<file path="src/rtl/pwd_pkg.sv">
// rtl/pwd_pkg.sv - shared PWM encodings and defaults for the pwdControl/pwd_capture pair
package pwd_pkg;

  localparam int PWD_COUNTER_WIDTH = 8;
  localparam int PWD_MAX_COUNT     = 200;
  localparam int PWD_SYNC_STAGES   = 2;

  localparam logic [1:0] ST_SEEK = 2'd0;
  localparam logic [1:0] ST_HIGH = 2'd1;
  localparam logic [1:0] ST_LOW  = 2'd2;

  typedef struct packed {
    logic level;
    logic rise;
    logic fall;
  } pwd_edge_t;

endpackage

</file>
<file path="src/rtl/pwd_edge_sync.sv">
// rtl/pwd_edge_sync.sv - metastability chain plus single-bit edge detect for an async PWM pin
module pwd_edge_sync
  import pwd_pkg::*;
#(
  parameter int SYNC_STAGES = PWD_SYNC_STAGES
) (
  input  logic      clk_in,
  input  logic      rst_n_in,
  input  logic      pwd_i,
  output pwd_edge_t edge_o
);

  logic [SYNC_STAGES-1:0] sync_q;
  logic                   level_dly_q;
  logic                   level;

  always_ff @(posedge clk_in or negedge rst_n_in) begin
    if (!rst_n_in) begin
      sync_q      <= '0;
      level_dly_q <= 1'b0;
    end else begin
      sync_q      <= {sync_q[SYNC_STAGES-2:0], pwd_i};
      level_dly_q <= sync_q[SYNC_STAGES-1];
    end
  end

  assign level       = sync_q[SYNC_STAGES-1];
  assign edge_o.level = level;
  assign edge_o.rise  = level & ~level_dly_q;
  assign edge_o.fall  = ~level & level_dly_q;

endmodule

</file>
<file path="src/rtl/pwd_capture.sv">
// rtl/pwd_capture.sv - measures period and high time of an incoming PWM waveform in clk_in cycles
// and flags a stuck line when no expected edge arrives within MAX_COUNT cycles.
module pwd_capture
  import pwd_pkg::*;
#(
  parameter int COUNTER_WIDTH = PWD_COUNTER_WIDTH,
  parameter int MAX_COUNT     = PWD_MAX_COUNT,
  parameter int SYNC_STAGES   = PWD_SYNC_STAGES
) (
  input  logic                     clk_in,
  input  logic                     rst_n_in,
  input  logic                     pwd_in,
  output logic [COUNTER_WIDTH-1:0] period_out,
  output logic [COUNTER_WIDTH-1:0] high_out,
  output logic                     valid_out,
  output logic                     timeout_out,
  output logic                     level_out
);

  localparam logic [COUNTER_WIDTH-1:0] MAX_CNT = COUNTER_WIDTH'(MAX_COUNT);
  localparam logic [COUNTER_WIDTH-1:0] ONE_CNT = COUNTER_WIDTH'(1);

  pwd_edge_t edge_s;

  logic [1:0]               state_q,   state_d;
  logic [COUNTER_WIDTH-1:0] cnt_q,     cnt_d;
  logic [COUNTER_WIDTH-1:0] hi_q,      hi_d;
  logic [COUNTER_WIDTH-1:0] period_q,  period_d;
  logic [COUNTER_WIDTH-1:0] high_q,    high_d;
  logic                     valid_q,   valid_d;
  logic                     timeout_q, timeout_d;
  logic                     level_q,   level_d;
  logic [COUNTER_WIDTH-1:0] cnt_inc;
  logic                     at_max;

  pwd_edge_sync #(
    .SYNC_STAGES(SYNC_STAGES)
  ) u_edge_sync (
    .clk_in  (clk_in),
    .rst_n_in(rst_n_in),
    .pwd_i   (pwd_in),
    .edge_o  (edge_s)
  );

  // Saturate so a fall landing exactly on MAX_COUNT cannot wrap the count in LOW.
  assign at_max  = (cnt_q == MAX_CNT);
  assign cnt_inc = at_max ? cnt_q : cnt_q + ONE_CNT;

  always_comb begin
    state_d   = state_q;
    cnt_d     = cnt_q;
    hi_d      = hi_q;
    period_d  = period_q;
    high_d    = high_q;
    valid_d   = 1'b0;
    timeout_d = timeout_q;
    level_d   = level_q;

    case (state_q)
      ST_SEEK: begin
        if (edge_s.rise) begin
          state_d = ST_HIGH;
          cnt_d   = ONE_CNT;
        end
      end

      ST_HIGH: begin
        if (edge_s.fall) begin
          hi_d    = cnt_q;
          state_d = ST_LOW;
          cnt_d   = cnt_inc;
        end else if (at_max) begin
          state_d   = ST_SEEK;
          timeout_d = 1'b1;
          level_d   = edge_s.level;
          cnt_d     = '0;
        end else begin
          cnt_d = cnt_inc;
        end
      end

      ST_LOW: begin
        // The expected edge wins over a timeout landing in the same cycle.
        if (edge_s.rise) begin
          period_d  = cnt_q;
          high_d    = hi_q;
          valid_d   = 1'b1;
          timeout_d = 1'b0;
          cnt_d     = ONE_CNT;
          state_d   = ST_HIGH;
        end else if (at_max) begin
          state_d   = ST_SEEK;
          timeout_d = 1'b1;
          level_d   = edge_s.level;
          cnt_d     = '0;
        end else begin
          cnt_d = cnt_inc;
        end
      end

      default: begin
        state_d = ST_SEEK;
        cnt_d   = '0;
      end
    endcase
  end

  always_ff @(posedge clk_in or negedge rst_n_in) begin
    if (!rst_n_in) begin
      state_q   <= ST_SEEK;
      cnt_q     <= '0;
      hi_q      <= '0;
      period_q  <= '0;
      high_q    <= '0;
      valid_q   <= 1'b0;
      timeout_q <= 1'b0;
      level_q   <= 1'b0;
    end else begin
      state_q   <= state_d;
      cnt_q     <= cnt_d;
      hi_q      <= hi_d;
      period_q  <= period_d;
      high_q    <= high_d;
      valid_q   <= valid_d;
      timeout_q <= timeout_d;
      level_q   <= level_d;
    end
  end

  assign period_out  = period_q;
  assign high_out    = high_q;
  assign valid_out   = valid_q;
  assign timeout_out = timeout_q;
  assign level_out   = level_q;

endmodule

</file>
<file path="config.mk">
export PLATFORM = sky130hd
export DESIGN_NAME = pwd_capture
export DESIGN_NICKNAME = d
export VERILOG_FILES = /design/src/rtl/pwd_pkg.sv /design/src/rtl/pwd_edge_sync.sv /design/src/rtl/pwd_capture.sv
export SDC_FILE = /design/constraint.sdc
export NUM_CORES = 1
export LEC_CHECK = 0
export CAP_MARGIN = 10
export CORE_MARGIN = 3
export CORE_UTILIZATION = 35
export DETAILED_ROUTE_END_ITERATION = 8
export PLACE_DENSITY_LB_ADDON = 0.25
export SLEW_MARGIN = 10
export SYNTH_ARGS = -nofsm -noshare
export SYNTH_HDL_FRONTEND = slang
export SYNTH_HIERARCHICAL = 1
export SYNTH_SLANG_ARGS = --single-unit
export TNS_END_PERCENT = 20
</file>
<file path="constraint.sdc">
create_clock -name clk_in -period 2.4 [get_ports clk_in]
set_input_delay 0.6 -clock clk_in [delete_from_list [all_inputs] [get_ports clk_in]]
set_output_delay 0.6 -clock clk_in [all_outputs]
set_load 0.02 [all_outputs]
</file>
# [Yosys cells after proc, flatten, opt, wreduce, memory -nomap -nowiden]
# Cells that the tools add are included.
[op_classes] shift=0 multipliers=0 div_mod_pow=0 bitwise=4 n_lt_le_gt_ge=0 mux=21 n_eq_ne=6 n_addsub=1 n_reduce_logical=6
[ops] op="$mux 8" n=5
[ops] op="$pmux 8 s3" n=1
[ops] op="$add 8x1->8 const B" n=1
[ops] op="$eq 8x8->1 const B" n=1
[ops] op="$mux 1" n=8
[ops] op="$mux 2" n=4
[ops] op="$ne 2x2->1 const B" n=3
[ops] op="$pmux 2 s3" n=1
[ops] op="$reduce_and 2->1" n=3
[ops] op="$pmux 1 s2" n=2
[ops] op="$reduce_and 3->1" n=1
[ops] op="$and 1x1->1" n=2
[ops] op="$eq 2x1->1 const B" n=1
[ops] op="$eq 2x2->1 const B" n=1
[ops] op="$logic_not 2->1" n=1
[ops] op="$not 1->1" n=2
[ops] op="$reduce_bool 2->1" n=1
[word_totals] wordCells=48 romBits=0 latch_bits=0 ram_bits=0 register_bits=40 input_bits=3 memories=0

# [Logic depth before layout (Yosys ltp)]
# Gate-level depths: netlist (run 1).
[depth] word_depth=5 ltp_mapped=10 mapped_depth_nobuf=9

# [By module]
# Netlist (run 1), hierarchy kept.
[modules_own_cells] mod="pwd_capture" n_inst=1 cells_per_inst=149 seq_area_each_um2=925.9 area_each_um2=1680.4
[modules_own_cells] mod="pwd_edge_sync" n_inst=1 cells_per_inst=6 seq_area_each_um2=75.1 area_each_um2=97.6

# [Worst setup path after synthesis (run 1)]
# Ideal clock, no wire load.
[synth_path] kind="flip-flop to flip-flop" from="register cnt_q[0]" to="register cnt_q[0]" path_buffers=1 period_less_slack_ps=2077 setup_slack_ps=323 arrival_ps=1994 setup_time_ps=82 path_stages_with_launch=11 path_cell_list="dfrtp_1 -> inv_1 -> ha_1 -> or3b_1 -> or2_0 -> buf_6 -> ha_1 -> nand2b_1 -> a21oi_1 -> a21oi_1 -> o22ai_1"
[synth_via] elab_chain_cells=5 word_cells_on_any_way=7 classes_between="1 x add/sub; 1 x eq/ne; 5 x mux"
[synth_rtl] item="start, declared" line="pwd_capture.sv:26" source="logic [COUNTER_WIDTH-1:0] cnt_q, cnt_d;"
[synth_rtl] item="start signal, assigned" line="pwd_capture.sv:120" source="cnt_q <= cnt_d;"
[synth_rtl] item="$add 8x1->8 or $eq 8x8->1 (tied branches)" line="pwd_capture.sv:47, pwd_capture.sv:46"
[synth_rtl] item="$mux 8" line="pwd_capture.sv:47" source="assign cnt_inc = at_max ? cnt_q : cnt_q + ONE_CNT;"
[synth_rtl] item="$mux 8" line="pwd_capture.sv:72, pwd_capture.sv:91"
[synth_rtl] item="$mux 8 (on tied branches)" line="pwd_capture.sv:84, pwd_capture.sv:68"
[synth_rtl] item="$pmux 8 s3 (*)" line="pwd_capture.sv:59" source="case (state_q)"
# Mark *: on every way between the ends. The rest lies on a longest branch, timed or not.
# A chain may end at the register's enable or synchronous reset.

# [Worst setup path after layout (run 1)]
# Ends and elaborated chain as after synthesis.

==> metrics.md, run 1 <==
| Metric | Value |
|---|---|
| Pre-Repair DR Iteration Count | `4` |
| CP required | `2.61 ns` |
| Cells after DPL | `236` |
| Initial antenna violation count | `0` |
| DP HPWL | `2310 µm` |
| Commonest non-fill, non-tap cell in the layout | `dfrtp_1` |
| CTS clk-pin slew, worst paths | `0.07 ns` |
| Number of flops mapped to enable cells by yosys | `0` |
| Power Dens Cells | `891 nW/µm²` |
| H-tree depth | `2` |
| Antenna viol nets, final | `0` |
| GPL Wtd Cong | `0.803` |
| DRC Markers | `0` |
| Largest net degree at the start of global routing | `41` |
| FF+latch count, synth | `40` |
| N_diodes | `0` |
| CTS resizes | `0` |
| DRT Wirelength | `3280 µm` |
| Postcts setup bufs | `0` |
| Synth Instances | `155` |
| Die X-Extent | `77.3 µm` |
| Core Box Area | `4820 µm²` |
| Net Count, Synth | `161` |
| Worst setup path class | `reg -> reg` |
| Num rows | `25` |
| Initial Utilization | `36.9%` |
| Syn avg cell area | `11.5 µm²` |
| Sequential area share after synthesis | `56.3%` |
| RSZ-0062 raised after global routing | `false` |
| Vias per std cell | `4.95` |
| Hold Buf Count CTS | `0` |
| Buffers on Ports | `21` |
| Max FO, Critical Path | `4` |
| VDD IR max | `379 µV` |
| Final setup vio count | `0` |
| Most frequent cells in the layout | `40 x dfrtp_1, 20 x clkdlybuf4s50_1, 19 x nand2_1, 11 x mux2_2, 9 x o21ai_0` |
| Post-synth cell types | `42` |
| Die height | `77.3 µm` |
| Synth top area cells | `dfrtp_1 56%, mux2_2 7.0%, nand2_1 4.0%` |
| Lkg Pwr | `0.932 nW` |
| R2R Setup Slk | `0.25 ns` |
| Share of the synthesized area in the top cell type | `56.3%` |
| Slew @ Worst Pin | `0.878 ns` |
| Clk_skew | `0.00425 ns` |
| Total gr overflow | `0` |
| CTS tree | `done` |
| Period utilization | `89.4%` |
| Final Max Tran Viols | `0` |
| CP Launch Type | `register` |
| Final Hold Fails | `0` |
| Status | `completed` |
| Worst hold path type | `reg -> reg` |
| # fillers | `464` |
| Crit path time final | `2.15 ns` |
| Ys Warns | `6` |
| Final core occ | `43.6%` |
| Post-synth top flop | `dfrtp_1` |
| Synth area leader | `dfrtp_1` |
| Layout Nets | `182` |
| P&R area growth vs syn | `18.2%` |
| Via count | `1203` |
| Clk buf depth | `2` |
| Setup TNS | `0 ns` |
| First-pass GRT wire length | `5780 µm` |
| Initial detailed-routing violation count | `43` |
| Async set or reset register ratio after synthesis | `100%` |
| Slew HR | `41.4%` |
| Post-Layout Cell Count | `243` |
| Clock root buffer | `clkbuf_8` |
| Mapped Area | `1780 µm²` |
| WP data arrival | `2.35 ns` |
| Die Area | `5970 µm²` |
| Clock Latency Late Sink | `0.28 ns` |
| Sink Count | `40` |
| CTS Buf Count | `5` |
| WL/cell | `13.5 µm` |
| Fmax | `0.466 GHz` |
| Number of global-route vias before repair | `1234` |
| Total GRT Usage | `12.3%` |
| Max_cap viols | `0` |
| Layout cell share with drive strength beyond 1 | `17.6%` |
| I/O Pins | `22` |
| Crit path capture type | `register` |
==> Yosys cell counts, types with 4 or more instances <==
cell type / instances
buf_2: 4
nand2_1: 19
a31oi_1: 4
mux2_2: 11
o21ai_1: 6
inv_1: 6
o21ai_0: 9
nand2b_1: 4
dfrtp_1: 40
==> flip-flops by register name, indices dropped and copies added, names as in the netlist <==
register,flops
timeout_out,1
valid_out,1
level_out,1
hi_q,8
cnt_q,8
state_q,2
u_edge_sync/sync_q,2
period_out,8
high_out,8
u_edge_sync/level_dly_q,1
==> layout make-up <==
cell class | instances | area (µm²) | area share [%]
Clock buffer | 6 | 72.6 | 3.45
Multi-Input combinational cell | 98 | 686 | 32.6
Tap cell | 67 | 83.8 | 3.99
Timing Repair Buffer | 24 | 228 | 10.8
Inverter | 7 | 26.3 | 1.25
Sequential cell | 40 | 1000 | 47.6
Clock inverter | 1 | 5.00 | 0.238
==> kinds of logic after synthesis <==
group,Yosys count,share of synthesized area (%)
DFF,40,56.3
buffers and inverters,17,5.14
AOI/OAI and AO/OA,31,11.0
adders and majority gates,3,2.11
muxes,16,10.3
and+or+nand+nor,48,15.1
==> critical path: stages (launching register included) <==
cell	delay, ns
dfrtp_1	0.41
inv_1	0.12
ha_1	0.18
or3b_1	0.37
or2_0	0.24
ha_1	0.28
nand2b_1	0.14
a21oi_1	0.13
a21oi_1	0.06
o22ai_1	0.13
==> report_power, final <==
part | switching, mW | internal [mW] | leakage [nW]
clock | 0.216 | 0.198 | 0.0410
combinational | 0.289 | 0.257 | 0.356
sequential | 0.116 | 0.797 | 0.535
total | 0.621 | 1.25 | 0.932
==> through the flow <==
step | instance area [µm²] | setup slack [ns] | hold slack [ns] | total power [mW]
after floorplan | 1780 | 0.323 | 0.304 | 1.30
after global placement | 2020 | 0.363 | 0.344 | 1.46
after detailed placement | 2020 | 0.275 | 0.340 | 1.48
after CTS | 2100 | 0.253 | 0.369 | 1.90
after global routing | 2100 | 0.133 | 0.383 | 2.00
final | 2100 | 0.255 | 0.363 | 1.87
==> final timing paths <==
kind / startpoint / end / cells after the start
setup / recovery: cnt_q[0] / cnt_q[0] / 9
hold / removal: u_edge_sync/sync_q[0] / u_edge_sync/sync_q[1] / 0
setup reg to reg: cnt_q[0] / cnt_q[0] / 9
hold reg to reg: u_edge_sync/sync_q[0] / u_edge_sync/sync_q[1] / 0
max in group asynchronous: rst_n_in / high_out[1] / 1
min in group asynchronous: rst_n_in / hi_q[3] / 1
==> layer usage <==
layer  up-vias  global-route usage, %  routed length (µm)
li1        583                      -                   -
met1       592                   14.6                1470
met2        24                   20.6                1610
met3         4                   3.76                 148
met4         0                   5.16                  46
met5         -                      0                   0
No activity file was read; power rests on OpenSTA's default activity.
==> inputs of run 2 (changes only) <==
--- a/config.mk
+++ b/config.mk
@@ -9,6 +9,8 @@
 export CORE_MARGIN = 3
 export CORE_UTILIZATION = 35
 export DETAILED_ROUTE_END_ITERATION = 8
+export GPL_ROUTABILITY_DRIVEN = 1
+export GPL_TIMING_DRIVEN = 0
 export PLACE_DENSITY_LB_ADDON = 0.25
 export SLEW_MARGIN = 10
 export SYNTH_ARGS = -nofsm -noshare
==> metrics.md, run 2 (synthesized netlist as in run 1, its figures left out) <==
| Metric | Value |
|---|---|
| Hold Buf Count CTS | `0 (unchanged)` |
| First-pass GRT wire length | `6140 µm (+6.3%)` |
| Sink Count | `40 (unchanged)` |
| Vias per std cell | `5.08 (+2.6%)` |
| Clock root buffer | `clkbuf_8` |
| Combinational share of power | `34.3% (+5.1 points)` |
| Largest net degree at the start of global routing | `24 (-41%)` |
| Initial Utilization | `36.9% (unchanged)` |
| Worst r2r src | `cnt_q[0]` |
| Slew HR | `62.8% (+21 points)` |
| Internal | `1.45 mW (+16%)` |
| CTS tree | `done` |
| Fmax | `0.451 GHz (-3.3%)` |
| Pre-Repair DR Iteration Count | `4 (unchanged)` |
| Final setup vio count | `0 (unchanged)` |
| Total GRT Usage | `12.9% (+0.66 points)` |
| Layout cell share with drive strength beyond 1 | `24.7% (+7.1 points)` |
| Power Dens Cells | `939 nW/µm² (+5.4%)` |
| Buffers on Ports | `21 (unchanged)` |
| Via count | `1305 (+8.5%)` |
| Routed met3 length | `202 µm (+36%)` |
| Clock Latency Late Sink | `0.29 ns (about the same)` |
| DRT Wirelength | `3510 µm (+6.9%)` |
| Worst r2r path cells | `10 (+1)` |
| Setup TNS | `0 ns (unchanged)` |
| Most frequent cells in the layout | `40 x dfrtp_1, 20 x clkdlybuf4s50_1, 19 x nand2_1, 11 x mux2_2, 9 x o21ai_0` |
| RSZ-0062 raised after global routing | `false` |
| Worst hold path type | `in -> async` |
| CP required | `2.61 ns (about the same)` |
| PnR worst setup slack | `0.181 ns (-0.0737 ns)` |
| WL/cell | `13.6 µm (+1.1%)` |
| DR WL met2 | `1710 µm (+6.2%)` |
| P&R area growth vs syn | `26.3%` |
| Max FO, Critical Path | `8 (+4)` |
| GPL Wtd Cong | `0.860 (+7.1%)` |
| Crit path time final | `2.22 ns (+0.0737 ns)` |
| Die Area | `5970 µm² (unchanged)` |
| Final Max Tran Viols | `0 (unchanged)` |
| Number of global-route vias before repair | `1343 (+8.8%)` |
| R2R Setup Slk | `0.18 ns (-0.07 ns)` |
| CTS Buf Count | `5 (unchanged)` |
| Clk_skew | `0.00668 ns (+0.00243 ns)` |
| I/O Pins | `22 (unchanged)` |
| Die X-Extent | `77.3 µm (unchanged)` |
| Final Hold Fails | `0 (unchanged)` |
| Dpl ws | `0.0811 ns (-0.194 ns)` |
| Sequential fraction of design power | `40.6% (-8.2 points)` |
| WP data arrival | `2.43 ns (+0.08 ns)` |
| Sw power | `0.657 mW (+5.9%)` |
| Period utilization | `92.5% (+3.1 points)` |
| Initial antenna violation count | `0 (unchanged)` |
| Core Box Area | `4820 µm² (unchanged)` |
| Top layer in use | `met4` |
| Num rows | `25 (unchanged)` |
| Die height | `77.3 µm (unchanged)` |
| Status | `completed` |
| CTS clk-pin slew, worst paths | `0.07 ns (about the same)` |
| CP Launch Type | `register` |
| Slew @ Worst Pin | `0.555 ns (-0.323 ns)` |
| Initial detailed-routing violation count | `41 (-4.7%)` |
| Crit Reg-Reg Endpoint | `cnt_q[0]` |
| N_diodes | `0 (unchanged)` |
| Clk buf depth | `2 (unchanged)` |
| M1 wire length | `1530 µm (+3.6%)` |
| Lkg Pwr | `1.01 nW (+8.2%)` |
| Max_cap viols | `0 (unchanged)` |
| Clock network fraction of design power | `25.1% (+3.0 points)` |
| Worst setup path class | `reg -> reg` |
| VDD IR max | `393 µV (+3.8%)` |
| Area after DPL | `2090 µm² (+3.5%)` |
| Net Sw Frac | `31.2% (-2.0 points)` |
| Total gr overflow | `0 (unchanged)` |
| DRC Markers | `0 (unchanged)` |
| Commonest non-fill, non-tap cell in the layout | `dfrtp_1` |
| DP HPWL | `2600 µm (+13%)` |
| Antenna viol nets, final | `0 (unchanged)` |
| H-tree depth | `2 (unchanged)` |
| Crit path capture type | `register` |
| Post-route cell area | `2250 µm² (+6.8%)` |
| Layout Nets | `195 (+7.1%)` |
## run 2: metal layers
metal,track usage (%),vias up
met5,0,-
met4,4.98,0
met3,4.58,8
met2,21.8,37
met1,15.0,655
li1,-,605
## run 2: how the worst max path moves through the flow
stage	slack, ns	startpoint	end	depth (start not counted)
after floorplan	0.32	cnt_q[0]	cnt_q[0]	10
after global placement	-0.18	rst_n_in	state_q[0]	1
after detailed placement	0.08	cnt_q[0]	cnt_q[0]	10
after CTS	0.06	cnt_q[0]	cnt_q[0]	10
after global routing	0.02	cnt_q[0]	cnt_q[0]	10
final	0.18	cnt_q[0]	cnt_q[0]	10
## run 2: final cells by class
cell class	instances	area (µm²)
fill	470	2570
inverter	7	26.3
sequential	40	1000
clock buffer	6	72.6
multi-input combinational	98	692
clock inverter	2	35.0
buffer	10	65.1
timing repair buffer	27	270
tap	67	83.8
## run 2: through the flow
| stage | power (mW) | utilization, % | instances | hold slack [ns] |
|---|---|---|---|---|
| after global placement | 1.50 | 43.0 | 243 | 0.344 |
| after detailed placement | 1.53 | 43.5 | 244 | 0.351 |
| after floorplan | 1.30 | - | 155 | 0.304 |
| after global routing | 2.25 | 46.6 | 257 | 0.276 |
| after CTS | 2.07 | 45.7 | 252 | 0.257 |
| final | 2.11 | 46.6 | 257 | 0.256 |
## run 2: power by group through the flow
stage	logic, mW	clock network, mW	registers, mW
final	0.723	0.530	0.856
after global routing	0.806	0.575	0.870
after CTS	0.661	0.550	0.858
after detailed placement	0.659	0	0.872
after global placement	0.633	0	0.868
after floorplan	0.378	0	0.924
## run 2: worst max-delay path: stages, from the launching register on
cell,delay (ns)
dfrtp_1,0.42
inv_2,0.09
ha_2,0.18
or3b_1,0.38
or2_0,0.23
buf_6,0.14
ha_1,0.26
nand2b_1,0.16
a21oi_2,0.12
a21oi_1,0.06
o22ai_1,0.12
## run 2: repair_timing
item,CTS,global route
buffers inserted,0,5
endpoints found under the hold margin,0,0
gates resized for setup,0,4
setup endpoints to repair,0,1
==> inputs of run 3 (changes only) <==
==> constraint.sdc (replaced) <==
create_clock -name clk_in -period 2.8 [get_ports clk_in]
set_input_delay 0.7 -clock clk_in [delete_from_list [all_inputs] [get_ports clk_in]]
set_output_delay 0.7 -clock clk_in [all_outputs]
set_load 0.02 [all_outputs]
==> metrics.md, run 3 (synthesized netlist as in run 1, its figures left out) <==
| Metric | Value |
|---|---|
| Final Max Tran Viols | `0 (unchanged)` |
| Total GRT Usage | `12.9% (unchanged)` |
| Status | `completed` |
| Worst hold path type | `in -> async` |
| Sequential fraction of design power | `42.0% (+1.4 points)` |
| Num rows | `25 (unchanged)` |
| P&R area growth vs syn | `23.9%` |
| Sw power | `0.550 mW (-16%)` |
| PnR worst setup slack | `0.432 ns (+0.251 ns)` |
| DRT Wirelength | `3490 µm (-0.37%)` |
| Die X-Extent | `77.3 µm (unchanged)` |
| Fmax | `0.422 GHz (-6.3%)` |
| Multi-input logic area | `686 µm² (-0.90%)` |
| Most frequent cells in the layout | `40 x dfrtp_1, 20 x clkdlybuf4s50_1, 19 x nand2_1, 11 x mux2_2, 9 x o21ai_0` |
| Worst r2r src | `cnt_q[0]` |
| Pre-Repair DR Iteration Count | `4 (unchanged)` |
| Largest net degree at the start of global routing | `24 (unchanged)` |
| Power Dens Cells | `794 nW/µm² (-15%)` |
| Sink Count | `40 (unchanged)` |
| Die height | `77.3 µm (unchanged)` |
| Final core occ | `45.7% (-0.91 points)` |
| Antenna viol nets, final | `0 (unchanged)` |
| Setup TNS | `0 ns (unchanged)` |
| N_diodes | `0 (unchanged)` |
| Total gr overflow | `0 (unchanged)` |
| Delay-heaviest family, CP | `simple AND/OR/NAND/NOR gates` |
| Worst setup path class | `reg -> reg` |
| Via count | `1273 (-2.5%)` |
| Clk buf depth | `2 (unchanged)` |
| Layout cell share with drive strength beyond 1 | `20.5% (-4.2 points)` |
| Slew HR | `63.7% (+0.88 points)` |
| RSZ-0062 raised after global routing | `false` |
| Critical path's slowest cell | `dfrtp_1` |
| Final setup vio count | `0 (unchanged)` |
| Commonest non-fill, non-tap cell in the layout | `dfrtp_1` |
| Max_cap viols | `0 (unchanged)` |
| Clock root buffer | `clkbuf_8` |
| DRC Markers | `0 (unchanged)` |
| WL/cell | `13.9 µm (+1.6%)` |
| Crit path time final | `2.37 ns (+0.149 ns)` |
| Hold Buf Count CTS | `0 (unchanged)` |
| Worst stage delay on the critical path | `0.42 ns (about the same)` |
| Max FO, Critical Path | `8 (unchanged)` |
| Crit-path cells | `inv_1 -> ha_1 -> or3b_1 -> or2_0 -> buf_6 -> ha_1 -> nand2b_1 -> a21oi_1 -> a21oi_1 -> o22ai_1` |
| Initial Utilization | `36.9% (unchanged)` |
| H-tree depth | `2 (unchanged)` |
| First-pass GRT wire length | `6140 µm (unchanged)` |
| CTS resizes | `0 (unchanged)` |
| CP required | `3.01 ns (+0.40 ns)` |
| Initial detailed-routing violation count | `44 (+7.3%)` |
| Buffers on Ports | `21 (unchanged)` |
| I/O Pins | `22 (unchanged)` |
| Area after DPL | `2090 µm² (unchanged)` |
| Post-route cell area | `2200 µm² (-1.9%)` |
| VDD IR max | `337 µV (-14%)` |
| Internal | `1.20 mW (-17%)` |
| Slew @ Worst Pin | `0.542 ns (-0.0131 ns)` |
| Layout Nets | `190 (-2.6%)` |
| Post-Layout Cell Count | `252 (-1.9%)` |
| WP buf/inv | `2 (unchanged)` |
| Combinational share of power | `32.0% (-2.3 points)` |
| Clock Latency Late Sink | `0.29 ns (about the same)` |
| Cells after DPL | `244 (unchanged)` |
| CP Launch Type | `register` |
| Initial antenna violation count | `0 (unchanged)` |
| DP HPWL | `2600 µm (unchanged)` |
| Clk_skew | `0.00726 ns (+0.000573 ns)` |
| Period utilization | `84.6% (-7.9 points)` |
| Fin Hold WS | `0.356 ns (+0.0993 ns)` |
| WP data arrival | `2.58 ns (+0.15 ns)` |
| Final Hold Fails | `0 (unchanged)` |
| Core Box Area | `4820 µm² (unchanged)` |
| GPL Wtd Cong | `0.860 (unchanged)` |
| Vias per std cell | `5.05 (-0.52%)` |
| CTS Buf Count | `5 (unchanged)` |
| Postcts setup bufs | `0 (unchanged)` |
| Die Area | `5970 µm² (unchanged)` |
| Number of global-route vias before repair | `1343 (unchanged)` |
| # fillers | `474 (+0.85%)` |
| Net Sw Frac | `31.4% (+0.25 points)` |
| Dpl ws | `0.481 ns (+0.400 ns)` |
| CTS clk-pin slew, worst paths | `0.07 ns (about the same)` |
| Lkg Pwr | `0.987 nW (-2.1%)` |
| Clock network fraction of design power | `26.0% (+0.9 points)` |
| Tot Pwr | `1.75 mW (-17%)` |
| FF+latch area | `1000 µm² (unchanged)` |
| Worst setup path start | `cnt_q[0]` |
| Crit path capture type | `register` |
| CTS tree | `done` |
-- run 3: power groups by stage --
stage,Combinational (mW),Sequential [mW],Clock (mW)
CTS,0.567,0.735,0.472
global route,0.628,0.748,0.493
detailed placement,0.565,0.747,0
global placement,0.542,0.744,0
floorplan,0.324,0.792,0
finish,0.560,0.735,0.454
-- run 3: final timing paths --
check / end / slack [ns] / depth (start not counted)
hold reg to reg: u_edge_sync/sync_q[1] / 0.38 / 0
setup / recovery: cnt_q[0] / 0.43 / 10
setup reg to reg: cnt_q[0] / 0.43 / 10
min in group clk_in: u_edge_sync/sync_q[1] / 0.38 / 0
max in group asynchronous: state_q[0] / 1.98 / 2
hold / removal: period_out[7] / 0.36 / 1
-- run 3: area by class of cell --
cell class | count | area share (%)
timing repair buffer | 22 | 10.6
tap | 67 | 3.81
clock inverter | 2 | 1.59
multi-input combinational | 98 | 31.1
buffer | 10 | 2.95
inverter | 7 | 1.19
clock buffer | 6 | 3.30
sequential | 40 | 45.5
-- run 3: per-layer routing --
| layer | vias up | routed length [µm] | global-route usage (%) |
|---|---|---|---|
| met2 | 27 | 1690 | 21.8 |
| met3 | 8 | 180 | 4.58 |
| li1 | 596 | - | - |
| met4 | 0 | 68 | 4.98 |
| met5 | - | 0 | 0 |
| met1 | 642 | 1550 | 15.0 |
